===== src/rtl/diag_severity_stack_pkg.sv =====
// Shared types for the diagnostic severity stack: severity encoding, command opcodes
// and the default-sized severity table.
package diag_pkg;

    localparam int unsigned DEF_NUM_CODES = 8;

    typedef enum logic [1:0] {
        SEV_IGNORE = 2'd0,
        SEV_WARN   = 2'd1,
        SEV_ERROR  = 2'd2,
        SEV_FATAL  = 2'd3
    } sev_e;

    typedef enum logic [2:0] {
        OP_NOP      = 3'd0,
        OP_PUSH     = 3'd1,
        OP_POP      = 3'd2,
        OP_SET      = 3'd3,
        OP_SET_MASK = 3'd4
    } diag_op_e;

    typedef sev_e table_t [DEF_NUM_CODES];

endpackage


===== src/rtl/diag_severity_stack_sat_counter.sv =====
// Width-parametrised up-counter that sticks at all-ones; synchronous active-low reset.
module diag_sat_counter #(
    parameter int unsigned WIDTH = 8
) (
    input  logic             clk,
    input  logic             rst_n,
    input  logic             inc_i,
    output logic [WIDTH-1:0] count_o
);

    logic [WIDTH-1:0] cnt_q, cnt_d;

    always_comb begin
        cnt_d = cnt_q;
        if (inc_i && (cnt_q != '1)) begin
            cnt_d = cnt_q + WIDTH'(1);
        end
    end

    always_ff @(posedge clk) begin
        if (!rst_n) begin
            cnt_q <= '0;
        end else begin
            cnt_q <= cnt_d;
        end
    end

    assign count_o = cnt_q;

endmodule


===== src/rtl/diag_severity_stack.sv =====
// Runtime severity table with a push/pop snapshot stack; classifies events, reports
// registered severity, counts warnings/errors and latches fatal (which freezes commands).
module diag_severity_stack
    import diag_pkg::*;
#(
    parameter int unsigned NUM_CODES   = 8,
    parameter int unsigned STACK_DEPTH = 4,
    parameter int unsigned CNT_W       = 8,
    localparam int unsigned CW = $clog2(NUM_CODES),
    localparam int unsigned LW = $clog2(STACK_DEPTH + 1)
) (
    input  logic                clk,
    input  logic                rst_n,
    input  logic                cmd_valid,
    output logic                cmd_ready,
    input  logic [2:0]          cmd_op,
    input  logic [CW-1:0]       cmd_code,
    input  logic [NUM_CODES-1:0] cmd_mask,
    input  logic [1:0]          cmd_sev,
    input  logic                evt_valid,
    input  logic [CW-1:0]       evt_code,
    input  logic signed [31:0]  evt_val,
    output logic                rpt_valid,
    output logic [CW-1:0]       rpt_code,
    output logic [1:0]          rpt_sev,
    output logic [CNT_W-1:0]    warn_cnt,
    output logic [CNT_W-1:0]    err_cnt,
    output logic                fatal_flag,
    output logic [LW-1:0]       stack_level,
    output logic                overflow,
    output logic                underflow
);

    typedef sev_e tbl_t [NUM_CODES];

    tbl_t          tbl_q, tbl_d;
    tbl_t          stk_q [STACK_DEPTH];
    tbl_t          stk_d [STACK_DEPTH];
    logic [LW-1:0] lvl_q, lvl_d;
    logic          ovf_q, ovf_d, unf_q, unf_d, fatal_q, fatal_d;
    logic          rpt_valid_q, rpt_valid_d;
    logic [CW-1:0] rpt_code_q, rpt_code_d;
    sev_e          rpt_sev_q, rpt_sev_d;
    sev_e          evt_sev;
    logic          evt_raised;

    assign cmd_ready = ~fatal_q;

    // Events see the table as it was before this edge's command, so lookup uses tbl_q.
    always_comb begin
        evt_sev = SEV_IGNORE;
        for (int unsigned i = 0; i < NUM_CODES; i++) begin
            if (evt_code == CW'(i)) evt_sev = tbl_q[i];
        end
        evt_raised = evt_valid && (evt_val > 32'sd0) &&
                     ({1'b0, evt_code} < (CW+1)'(NUM_CODES));
    end

    always_comb begin
        tbl_d = tbl_q;
        stk_d = stk_q;
        lvl_d = lvl_q;
        ovf_d = ovf_q;
        unf_d = unf_q;
        if (cmd_valid && cmd_ready) begin
            case (diag_op_e'(cmd_op))
                OP_PUSH: begin
                    if (lvl_q == LW'(STACK_DEPTH)) begin
                        ovf_d = 1'b1;
                    end else begin
                        for (int unsigned i = 0; i < STACK_DEPTH; i++) begin
                            if (lvl_q == LW'(i)) stk_d[i] = tbl_q;
                        end
                        lvl_d = lvl_q + LW'(1);
                    end
                end
                OP_POP: begin
                    if (lvl_q == '0) begin
                        unf_d = 1'b1;
                    end else begin
                        for (int unsigned i = 0; i < STACK_DEPTH; i++) begin
                            if (lvl_q == LW'(i + 1)) tbl_d = stk_q[i];
                        end
                        lvl_d = lvl_q - LW'(1);
                    end
                end
                OP_SET: begin
                    for (int unsigned i = 0; i < NUM_CODES; i++) begin
                        if (cmd_code == CW'(i)) tbl_d[i] = sev_e'(cmd_sev);
                    end
                end
                OP_SET_MASK: begin
                    for (int unsigned i = 0; i < NUM_CODES; i++) begin
                        if (cmd_mask[i]) tbl_d[i] = sev_e'(cmd_sev);
                    end
                end
                default: ;
            endcase
        end

        rpt_valid_d = evt_raised && (evt_sev != SEV_IGNORE);
        rpt_code_d  = rpt_code_q;
        rpt_sev_d   = rpt_sev_q;
        if (rpt_valid_d) begin
            rpt_code_d = evt_code;
            rpt_sev_d  = evt_sev;
        end
        fatal_d = fatal_q | (evt_raised && (evt_sev == SEV_FATAL));
    end

    always_ff @(posedge clk) begin
        if (!rst_n) begin
            tbl_q       <= '{default: SEV_WARN};
            lvl_q       <= '0;
            ovf_q       <= 1'b0;
            unf_q       <= 1'b0;
            fatal_q     <= 1'b0;
            rpt_valid_q <= 1'b0;
            rpt_code_q  <= '0;
            rpt_sev_q   <= SEV_IGNORE;
        end else begin
            tbl_q       <= tbl_d;
            lvl_q       <= lvl_d;
            ovf_q       <= ovf_d;
            unf_q       <= unf_d;
            fatal_q     <= fatal_d;
            rpt_valid_q <= rpt_valid_d;
            rpt_code_q  <= rpt_code_d;
            rpt_sev_q   <= rpt_sev_d;
        end
    end

    // Snapshots are only readable below stack_level, so they need no reset.
    always_ff @(posedge clk) begin
        stk_q <= stk_d;
    end

    diag_sat_counter #(.WIDTH(CNT_W)) u_warn_cnt (
        .clk     (clk),
        .rst_n   (rst_n),
        .inc_i   (evt_raised && (evt_sev == SEV_WARN)),
        .count_o (warn_cnt)
    );

    diag_sat_counter #(.WIDTH(CNT_W)) u_err_cnt (
        .clk     (clk),
        .rst_n   (rst_n),
        .inc_i   (evt_raised && (evt_sev == SEV_ERROR)),
        .count_o (err_cnt)
    );

    assign rpt_valid   = rpt_valid_q;
    assign rpt_code    = rpt_code_q;
    assign rpt_sev     = rpt_sev_q;
    assign fatal_flag  = fatal_q;
    assign stack_level = lvl_q;
    assign overflow    = ovf_q;
    assign underflow   = unf_q;

endmodule


===== config.mk =====
export PLATFORM = sky130hd
export DESIGN_NAME = diag_severity_stack
export DESIGN_NICKNAME = d
export VERILOG_FILES = /design/src/rtl/diag_severity_stack_pkg.sv /design/src/rtl/diag_severity_stack_sat_counter.sv /design/src/rtl/diag_severity_stack.sv
export SDC_FILE = /design/constraint.sdc
export NUM_CORES = 1
export LEC_CHECK = 0
export ABC_AREA = 1
export CAP_MARGIN = 20
export CORE_UTILIZATION = 48
export DETAILED_ROUTE_END_ITERATION = 12
export PLACE_DENSITY = 0.76
export SYNTH_ARGS = -nofsm -noshare
export SYNTH_HDL_FRONTEND = slang
export SYNTH_SLANG_ARGS = --single-unit

===== constraint.sdc =====
create_clock -name clk -period 2.8 [get_ports clk]
set_clock_uncertainty 0.15 [all_clocks]
set_input_delay 0.56 -clock clk [delete_from_list [all_inputs] [get_ports clk]]
set_output_delay 0.56 -clock clk [all_outputs]
set_load 0.1 [all_outputs]

# Yosys cells after proc, flatten, opt, wreduce, memory -nomap -nowiden
# Index checks and enable logic that the tools add are counted.
classes:
  add_sub_neg: 4
  order_cmp: 1
  n_eq_ne: 46
  n_mux: 33
  bitwise: 3
  n_reduce_logical: 29
op_table:
  columns: ["operator", "n"]
  rows:
  - ["2-to-1 mux 16 bit", 5]
  - ["2-to-1 mux 2 bit", 24]
  - ["one-hot mux 16 bit (3 select lines)", 1]
  - ["AND reduction 6 bit", 8]
  - ["inequality test 2 bit, second input constant", 18]
  - ["greater-than comparator 32 x 1 -> 1 bit, second input constant", 1]
  - ["== test 3 bit, second input constant", 10]
  - ["== test 3 x 2 -> 1 bit, second input constant", 8]
  - ["AND reduction 4 bit", 5]
  - ["adder 8 x 1 -> 8 bit, second input constant", 2]
  - ["inequality test 8 bit, second input constant", 2]
  - ["== test 3 x 1 -> 1 bit, second input constant", 4]
  - ["logical NOT 3 bit", 3]
  - ["logical AND 1 bit", 8]
  - ["2-to-1 mux 3 bit", 2]
  - ["one-hot mux 3 bit (2 select lines)", 1]
  - ["AND reduction 3 bit", 2]
  - ["inequality test 5 bit, second input constant", 1]
  - ["== test 2 bit, second input constant", 2]
  - ["nonzero test 2 bit", 2]
  - ["adder 3 x 1 -> 3 bit, second input constant", 1]
  - ["nonzero test 3 bit", 1]
  - ["subtractor 3 x 1 -> 3 bit, second input constant", 1]
  - ["== test 2 x 1 -> 1 bit, second input constant", 1]
  - ["2 further kinds", 3]
totals:
  ff_bits: 108
  in_bits: 55
  out_inout_bits: 29
  word_cells: 165

# Longest topological paths before layout
# Gate-level depths: netlist (run 1).
depth:
  ltp_word: 12
  ltp_mapped: 13

# Modules after synthesis
# Synthesis (run 1) repeated with hierarchy kept, for this count alone.
hier_totals:
  hier_cells: 600
  area_unflattened_um2: 5255.0
by_module_without_submodules:
  columns: ["module", "instances", "cells_each", "area_per_inst_um2", "seq_area_each_um2"]
  rows:
  - ["diag_severity_stack", 1, 448, 4261.6, 2482.4]
  - ["diag_sat_counter", 2, 76, 496.7, 160.2]

# Least setup slack after synthesis (run 1)
# No wires, ideal clock.
synth_path:
  kind: "register to register"
  from: "reg lvl_q[1], in the netlist stack_level[1]"
  to: "reg stk_q[16] (netlist name) (enable)"
  setup_ns: 0.388
  arrival_time_ns: 2.842
  t_required_ns: 2.262
  setup_slack_ns: -0.580
  stages_incl_launch_ff: 8
  path_buffers: 1
  period_less_slack_ns: 3.380
  cell_sequence: "dfxtp_1 inv_1 ha_1 ha_1 inv_1 clkbuf_1 nand2_1 nor2_1"
synth_via:
  elab_chain_len: 3
  elab_cells_between_ends: 4
  cone_classes: "eq/ne (2); bitwise (1); reduce/logical (1)"
synth_rtl:
  columns: ["item", "line_no", "source"]
  rows:
  - ["start, declared", "diag_severity_stack.sv:39", "logic [LW-1:0] lvl_q, lvl_d;"]
  - ["start signal, assigned", "diag_severity_stack.sv:123", "lvl_q <= lvl_d;"]
  - ["== test 3 bit", "diag_severity_stack.sv:68", "if (lvl_q == LW'(STACK_DEPTH)) begin"]
  - ["NOT 1 bit (no source line)", null, null]
  - ["AND reduction 4 bit (no source line) (*)", null, null]
  - ["end signal, assigned", "diag_severity_stack.sv:135", "stk_q <= stk_d;"]
  - ["end, declared", "diag_severity_stack.sv:37", "tbl_t stk_q [STACK_DEPTH];"]
# Mark *: on every way between the ends. The rest lies on a longest branch, timed or not.
# A chain may end at the register's enable or synchronous reset.

# Final worst setup path (run 1)
layout_path:
  from: "reg lvl_q[2], in the netlist stack_level[2]"
  to: "reg tbl_q[5] (netlist name)"
layout_via:
  elab_chain_len: 6
  elab_cells_between_ends: 13
  cone_classes: "eq/ne (6); mux (5); reduce/logical (2)"
layout_rtl:
  columns: ["item", "line_no", "source"]
  rows:
  - ["== test 3 x 2 -> 1 bit", "diag_severity_stack.sv:82", "if (lvl_q == LW'(i + 1)) tbl_d = stk_q[i];"]
  - ["2-to-1 mux 16 bit (3 in a row)", "diag_severity_stack.sv:82", null]
  - ["2-to-1 mux 16 bit", "diag_severity_stack.sv:78", "if (lvl_q == '0) begin"]
  - ["one-hot mux 16 bit (3 select lines)", "diag_severity_stack.sv:66", "case (diag_op_e'(cmd_op))"]
  - ["end signal, assigned", "diag_severity_stack.sv:122", "tbl_q <= tbl_d;"]
  - ["end, declared", "diag_severity_stack.sv:36", "tbl_t tbl_q, tbl_d;"]
# Several ways; a longest one is shown, not always the timed one. The select of a mux whose other input is x is not followed.

==> flow_summary.toml, run 1 <==
[clock_network]
insertion_delay_ns = 0.37
clock_sinks = 108
cts_tree = "yes"
root_buffer = "clkbuf_8"
numCtsBuffers = 9
cts_resized = 0
htree_levels = 3
postCtsHoldBufs = 0
clk_pin_slew_ns = 0.11
postCtsSetupRepairBufs = 0
cts_max_path_buffers = 2

[drt]
finalWirelength_um = 12500
wl_per_cell_um = 15.7
vias = 4278
drc = 0
firstDrtPassIters = 5
drt-initial-drc-count = 288
viasPerCell = 5.39
detail-route-antenna-nets = 0

[setup_path]
critPathSlowestCell = "ha_1"
cp-end-kind = "flip-flop"
crit_top_cell = "a21oi_1"
critPathRequiredTime_ns = 2.91
crit_arrival_ns = 2.55
start_kind = "flip-flop"
critPathLaunch = "stack_level[2]$_SDFFE_PN0P_"
critPathMaxFanout = 15
critPathMaxStageDelay_ns = 0.63
rr_startpoint = "stack_level[2]$_SDFFE_PN0P_"
path_cells = "inv_1 -> ha_1 -> buf_4 -> a21oi_1 -> a21oi_1 -> a21oi_1 -> nor3_1 -> nor2_1"
crit_type = "flip-flop to flip-flop"

[power]
vdd_drop_max_v = 0.000341
power_density_nw_per_um2 = 504
power_uw = 3180
leakage_uw = 0.00246

[floorplanning]
fp.dieW_um = 105
pin_count = 84
die_height_um = 105
coreArea_sq_um = 10400
rows = 37
start_util = 0.496
die_area_sq_um = 11100

[grt]
grt_pass1_wl_um = 20000
grt_max_degree = 25
overflow = 0
track_usage = 0.232
antenna_found_initial = 0
grt_pass1_vias = 4132

[timing]
fmax_mhz = 410
setup_viol = 0
hold_viol_final = 0
holdWs_ns = 0.309
period_minus_slack_ns = 2.44
slew_headroom = 0.598
rsz0062_at_grt = "false"
slew_viol_final = 0
timing.final.crit_share = 0.872
setup_tns_ns = 0
worstMarginPinSlew_ns = 0.603

[logic_synthesis]
synth_flop_cell = "edfxtp_1"
synth_seq_cells = 108
syn_area_sq_um = 5140
syn_area_per_cell_sq_um = 9.13
yosys_warnings = 0
synth_cells = 563
synth_edf_count = 64
synth.distinct_cells = 37
seq_area_frac_synth = 0.545
synth_fp_nets = 627
synthArstFlopShare = 0

[placement]
dp_hpwl_um = 9100
routabilityCongestion = 0.870
io_buffer_count = 83

[finish]
synthToLayoutAreaGrowth_pct = 22.8
final_common_cell = "nand2_1"
fin_util = 0.608
final_cell_mix = "80 x nand2_1, 70 x nor2_1, 64 x edfxtp_1"
nets = 717
n_antenna_cell = 0
drive_above_1_share = 0.147

[hold_path]
worstHoldStart = "overflow$_SDFFE_PN0P_"
hp-class = "flip-flop to flip-flop"

[job]
cap_viol_max_count = 0

[outcome]
status = "finished, final reports clean"
final cells by class:
cell class	count	area, sq um
repair buffers	98	896
flip-flops and latches	108	2810
clock inverters	7	68.8
fillers	868	4060
inverters	49	190
clock buffers	9	124
multi-input cells	387	2060
well taps	136	170
through the flow:
stage | cells | setup WS, ns | cell area (sq um)
after floorplan | 563 | -0.204 | 5150
after global placement | 778 | 0.204 | 6120
after detailed placement | 778 | 0.0929 | 6120
after CTS | 794 | 0.365 | 6310
after global routing | 794 | 0.203 | 6310
final | 794 | 0.359 | 6310
cells by family after synthesis:
| kind of cell | after synthesis | share of synthesized area |
|---|---|---|
| AO/OA/AOI/OAI | 120 | 0.127 |
| XOR/XNOR | 13 | 0.0222 |
| adder cells (fa/ha/maj) | 9 | 0.0219 |
| buffers and inverters | 68 | 0.0565 |
| flip-flops | 108 | 0.545 |
| multiplexers | 1 | 0.00195 |
| AND/OR/NAND/NOR | 244 | 0.225 |
final timing paths:
path / endpoint / slack, ns / cells past startpoint
hold / removal: overflow$_SDFFE_PN0P_ / 0.31 / 2
setup / recovery: tbl_q[5]$_SDFFE_PN0P_ / 0.36 / 8
hold reg to reg: overflow$_SDFFE_PN0P_ / 0.31 / 2
setup reg to reg: tbl_q[5]$_SDFFE_PN0P_ / 0.36 / 8
flip-flops by register name (all words and copies together), names as in the netlist:
| name | flops |
|---|---|
| stk_q | 64 |
| tbl_q | 16 |
| rpt_code | 3 |
| rpt_sev | 2 |
| fatal_flag | 1 |
| overflow | 1 |
| u_err_cnt.count_o | 8 |
| underflow | 1 |
| stack_level | 3 |
| rpt_valid | 1 |
| u_warn_cnt.count_o | 8 |
power by group:
part / internal (uW) / total (uW) / switching [uW]
clock network: 349 / 924 / 575
logic: 176 / 495 / 319
registers: 1720 / 1760 / 41.7
critical path, delay by kind of cell, from the launching register on:
kind	cells	cell delay [ns]
and+or+nand+nor	2	0.26
AOI/OAI and AO/OA	3	0.27
adders and majority gates	1	0.63
DFF	1	0.37
buffers and inverters	2	0.64
cell usage after synthesis, drive strengths merged, types with 6 or more instances:
cell type,instances,share of area
nand2,84,0.064
nor2,78,0.065
edfxtp,64,0.37
a21oi,60,0.063
o21ai,49,0.048
inv,48,0.036
dfxtp,44,0.17
nand3,34,0.036
nand4,25,0.035
nor3,14,0.015
clkbuf,12,0.011
o31ai,10,0.015
ha,9,0.022
or2,7,0.0085
xor2,7,0.012
buf,6,0.0071
xnor2,6,0.010
layer usage:
metal  vias to the layer above  share of wire  track usage
met4                         0          0.019       0.0875
met1                      1974           0.41        0.278
met2                       156           0.50        0.409
met5                         -              0            0
li1                       2129              -            -
met3                        19          0.070       0.0445
Note: power is estimated with default switching activity, not from simulation.
==> run 2: changes to the inputs <==
--- a/config.mk
+++ b/config.mk
@@ -10,6 +10,7 @@
 export CORE_UTILIZATION = 48
 export DETAILED_ROUTE_END_ITERATION = 12
 export PLACE_DENSITY = 0.76
+export SLEW_MARGIN = 20
 export SYNTH_ARGS = -nofsm -noshare
 export SYNTH_HDL_FRONTEND = slang
 export SYNTH_SLANG_ARGS = --single-unit
==> constraint.sdc (replaced) <==
create_clock -name clk -period 2.8 [get_ports clk]
set_clock_uncertainty 0.15 [all_clocks]
set_input_delay 0.56 -clock clk [delete_from_list [all_inputs] [get_ports clk]]
set_output_delay 0.56 -clock clk [all_outputs]
set_load 0.01 [all_outputs]
==> run 2 against run 1 <==
Via count is 1.1% higher; power decreased by 3.6%; critical path depth is 2 higher; critical path type is now input port to flip-flop; sequential share of layout area is 0.48 points lower; combinational power is 17% lower; highest routed layer unchanged; core utilization is 0.62 points higher; register-to-register slack better by 0.17 ns; critical endpoint is now u_err_cnt.count_o[2]$_SDFFE_PN0P_; hold slack lost 0.00052 ns; cell count increased by 0.13%; clock-buffer cell count unchanged.
==> flow_summary.toml, run 2 (synthesized netlist as in run 1, its figures left out) <==
[floorplanning]
rows = 37
fp.dieW_um = 105
start_util = 0.496
die_height_um = 105
pin_count = 84
die_area_sq_um = 11100
coreArea_sq_um = 10400

[setup_path]
critPathTopFamily = "simple AND/OR/NAND/NOR gates"
critPathRequiredTime_ns = 2.91
critPathMaxStageDelay_ns = 0.70
critPathBufInv = 1
crit_arrival_ns = 2.48
critPathMaxFanout = 10
critPathSlowestCell = "clkdlybuf4s50_1"
cp-end-kind = "flip-flop"
crit_type = "input port to flip-flop"
path_cells = "clkdlybuf4s50_1 -> nor2_1 -> nand3_1 -> nand4_1 -> nor2_2 -> nand4_4 -> nor2_8 -> nand2_4 -> nand2_1 -> a21oi_1"
start_kind = "input port"

[clock_network]
numCtsBuffers = 9
clk_pin_slew_ns = 0.11
insertion_delay_ns = 0.37
root_buffer = "clkbuf_8"
postCtsSetupRepairBufs = 0
clock_sinks = 108
cts_max_path_buffers = 2
cts_resized = 0
cts_tree = "yes"
postCtsHoldBufs = 0
htree_levels = 3

[timing]
slew_headroom = 0.660
holdWs_ns = 0.308
rsz0062_at_grt = "false"
timing.final.crit_share = 0.845
fmax_mhz = 423
setup_tns_ns = 0
worstMarginPinSlew_ns = 0.508
period_minus_slack_ns = 2.36
slew_viol_final = 0
setup_viol = 0
hold_viol_final = 0

[finish]
fill_cells = 873
drive_above_1_share = 0.0956
regMostFlops = "stk_q"
synthToLayoutAreaGrowth_pct = 24.0
finalNonFillerCells = 795
final_common_cell = "clkdlybuf4s50_1"
nets = 718
final_cell_mix = "83 x clkdlybuf4s50_1, 80 x nand2_1, 72 x nor2_1"
largest_reg_flops = 64
n_antenna_cell = 0
reg.largest.list = "stk_q: 64 flops, tbl_q: 16 flops"

[placement]
dp.cells = 779
routabilityCongestion = 0.917
dp_hpwl_um = 8870
io_buffer_count = 83

[grt]
antenna_found_initial = 0
overflow = 0
track_usage = 0.240
grt_pass1_wl_um = 20700
grt_pass1_vias = 4234
grt_max_degree = 34

[drt]
finalWirelength_um = 12600
viasPerCell = 5.44
vias = 4323
drt-initial-drc-count = 245
firstDrtPassIters = 5
wl_per_cell_um = 15.9
drc = 0
detail-route-antenna-nets = 0

[power]
leakage_uw = 0.00239
vdd_drop_max_v = 0.000268
power_density_nw_per_um2 = 481

[outcome]
status = "finished, final reports clean"

[hold_path]
hp-class = "flip-flop to flip-flop"

[job]
cap_viol_max_count = 0
## run 2: cell type report
class                   instances  area, sq um  share of cell area
clock buffers                   9          124              0.0194
well taps                     136          170              0.0267
clock inverters                 7         56.3             0.00883
inverters                      49          186              0.0293
flip-flops and latches        108         2800               0.440
repair buffers                 99          988               0.155
multi-input cells             387         2050               0.321
## run 2: metal layers
layer	share of wire	GRT usage	up-vias	wire length (um)
met3	0.072	0.0445	13	905
met5	0	0	-	0
li1	-	-	2121	-
met1	0.41	0.300	2019	5170
met4	0.016	0.0795	0	202
met2	0.50	0.419	170	6340
## run 2: report_power, final
group	internal (uW)	leakage, uW	total, uW	switching [uW]
Clock	337	0.0000862	893	556
Combinational	183	0.00137	413	229
Sequential	1720	0.000937	1760	40.7
Total	2240	0.00239	3060	826
## run 2: final timing paths
| path | startpoint | depth (start not counted) | slack, ns | to |
|---|---|---|---|---|
| worst max-delay path | evt_code[1] | 10 | 0.44 | u_err_cnt.count_o[2]$_SDFFE_PN0P_ |
| worst min register to register | overflow$_SDFFE_PN0P_ | 2 | 0.31 | overflow$_SDFFE_PN0P_ |
| worst min-delay path | overflow$_SDFFE_PN0P_ | 2 | 0.31 | overflow$_SDFFE_PN0P_ |
| worst max register to register | stack_level[0]$_SDFFE_PN0P_ | 10 | 0.53 | tbl_q[11]$_SDFFE_PN0P_ |
## run 2: stage by stage
| step | util | area [sq um] | worst slack, ns | power, uW |
|---|---|---|---|---|
| global route | 0.615 | 6370 | 0.257 | 3190 |
| detailed placement | 0.597 | 6190 | 0.0785 | 2210 |
| global placement | 0.597 | 6190 | 0.204 | 2190 |
| CTS | 0.615 | 6370 | 0.467 | 3060 |
| floorplan | - | 5140 | 0.0574 | 2010 |
| finish | 0.615 | 6370 | 0.435 | 3060 |
## run 2: worst min-delay path, stage by stage, from the launching register on
cell and delay [ns]:
dfxtp_1 0.32, inv_1 0.05, a21oi_1 0.05
==> run 3: changes to the inputs <==
--- a/config.mk
+++ b/config.mk
@@ -7,9 +7,9 @@
 export LEC_CHECK = 0
 export ABC_AREA = 1
 export CAP_MARGIN = 20
-export CORE_UTILIZATION = 48
+export CORE_UTILIZATION = 52
 export DETAILED_ROUTE_END_ITERATION = 12
-export PLACE_DENSITY = 0.76
+export PLACE_DENSITY = 0.78
 export SLEW_MARGIN = 20
 export SYNTH_ARGS = -nofsm -noshare
 export SYNTH_HDL_FRONTEND = slang
==> constraint.sdc (replaced) <==
create_clock -name clk -period 2.5 [get_ports clk]
set_clock_uncertainty 0.15 [all_clocks]
set_input_delay 0.5 -clock clk [delete_from_list [all_inputs] [get_ports clk]]
set_output_delay 0.5 -clock clk [all_outputs]
set_load 0.01 [all_outputs]
==> run 3 against run 2 <==
Via count increased by 0.49%; sequential cell count unchanged; setup slack got worse by 0.20 ns; routed wire length decreased by 2.4%; cell count increased by 0.75%; clock power increased by 27%; global-route usage increased by 1.3 points; critical path type is now flip-flop to flip-flop; hold slack about the same; register-to-register slack got worse by 0.29 ns; first-iteration DRC count decreased by 16%; largest cell class unchanged; critical path depth decreased by 1.
==> flow_summary.toml, run 3 (synthesized netlist as in run 1, its figures left out) <==
[grt]
grt_pass1_vias = 4151
track_usage = 0.253
overflow = 0
grt_pass1_wl_um = 19800
grt_max_degree = 25
antenna_found_initial = 0

[setup_path]
critPathRequiredTime_ns = 2.66
crit_arrival_ns = 2.43
start_kind = "flip-flop"
critPathMaxFanout = 24
crit_type = "flip-flop to flip-flop"
cp-end-kind = "flip-flop"
critPathLaunch = "stack_level[0]$_SDFFE_PN0P_"
rr_startpoint = "stack_level[0]$_SDFFE_PN0P_"

[placement]
routabilityCongestion = 0.976
dp.cells = 785
place_area_sq_um = 6290
io_buffer_count = 83
dp_hpwl_um = 9400

[floorplanning]
fp.dieW_um = 101
die_height_um = 101
die_area_sq_um = 10300
rows = 35
start_util = 0.546
coreArea_sq_um = 9420
pin_count = 84

[finish]
final_common_cell = "clkdlybuf4s50_1"
reg.largest.list = "stk_q: 64 flops, tbl_q: 16 flops"
regArea_sq_um = 2800
fill_cells = 722
regMostFlops = "stk_q"
fin_area_sq_um = 6510
drive_above_1_share = 0.119
largest_reg_flops = 64
finalNonFillerCells = 801
synthToLayoutAreaGrowth_pct = 26.7
final_cell_mix = "83 x clkdlybuf4s50_1, 80 x nand2_1, 70 x nor2_1"
nets = 731
multiInputGateArea_sq_um = 2060
n_antenna_cell = 0

[clock_network]
htree_levels = 3
numCtsBuffers = 9
root_buffer = "clkbuf_8"
insertion_delay_ns = 0.38
clock_sinks = 108
clk_pin_slew_ns = 0.11
cts_max_path_buffers = 2
cts_tree = "yes"

[timing]
setup_viol = 0
fmax_mhz = 442
slew_headroom = 0.711
worstMarginPinSlew_ns = 0.433
rsz0062_at_grt = "false"
hold_viol_final = 0
period_minus_slack_ns = 2.26
slew_viol_final = 0
timing.final.crit_share = 0.906

[drt]
wl_met3_um = 762
viasPerCell = 5.42
routed.top_layer = "met4"
drc = 0
finalWirelength_um = 12300
firstDrtPassIters = 4
wl_per_cell_um = 15.4
wl_met2_um = 6010
detail-route-antenna-nets = 0
drt-initial-drc-count = 206
vias = 4344
met1_length_um = 5220

[power]
leakage_uw = 0.00248
vdd_drop_max_v = 0.000332
power_density_nw_per_um2 = 551

[job]
cap_viol_max_count = 0

[hold_path]
hp-class = "flip-flop to flip-flop"
worstHoldStart = "overflow$_SDFFE_PN0P_"

[outcome]
status = "finished, final reports clean"
==> run 3: cell types whose count changed in the layout (fill, tap and decap cells not counted), sizes merged <==
cell,previous run,this run
bufinv,0,1
clkinvlp,2,0
clkinv,2,3
buf,16,29
==> run 3: area by class of cell <==
type                    count  area share
well taps                 129      0.0248
flip-flops and latches    108       0.430
clock buffers               9      0.0190
inverters                  49      0.0286
clock inverters             7      0.0138
repair buffers            112       0.167
multi-input cells         387       0.316
==> run 3: routing by layer <==
metal  GRT usage  vias to the layer above
li1            -                     2156
met1       0.305                     2003
met5           0                        -
met2       0.445                      161
met3      0.0421                       24
met4       0.116                        0
==> run 3: per-stage QoR <==
step                      hold slack [ns]  setup TNS (ns)   util  power [uW]  setup WS [ns]
after global placement              0.294               0  0.668        2470         0.0458
after CTS                           0.316               0  0.691        3600          0.198
after floorplan                     0.310           -5.37      -        2260         -0.168
after detailed placement            0.299          -0.348  0.668        2490        -0.0421
after global routing                0.346               0  0.692        3730         0.0131
final                               0.309               0  0.692        3590          0.236
==> run 3: power by group <==
part	internal [uW]	switching (uW)	total (uW)
Sequential	1920	49.1	1970
Clock	491	643	1130
Combinational	219	258	477
Total	2640	950	3590
==> run 3: repair_timing <==
item,CTS,global route
buffers inserted,0,0
endpoints found under the hold margin,0,0
gates resized for setup,0,1
endpoints found under the setup margin,0,2
hold buffers,0,0
==> run 3: critical path: stages (launching register included) <==
cell and delay (ns):
dfxtp_1 0.45, inv_1 0.10, ha_1 0.25, ha_1 0.35, inv_1 0.13, buf_4 0.24
o21ai_0 0.12, o21ai_0 0.24, a21oi_1 0.09, o21ai_1 0.08
==> run 3: path summary, 6_finish.rpt <==
path                                              end  slack, ns  cells after the start
worst max register to register  tbl_q[6]$_SDFFE_PN1P_       0.24                      9
worst min register to register  overflow$_SDFFE_PN0P_       0.31                      2
worst max-delay path            tbl_q[6]$_SDFFE_PN1P_       0.24                      9
worst min-delay path            overflow$_SDFFE_PN0P_       0.31                      2
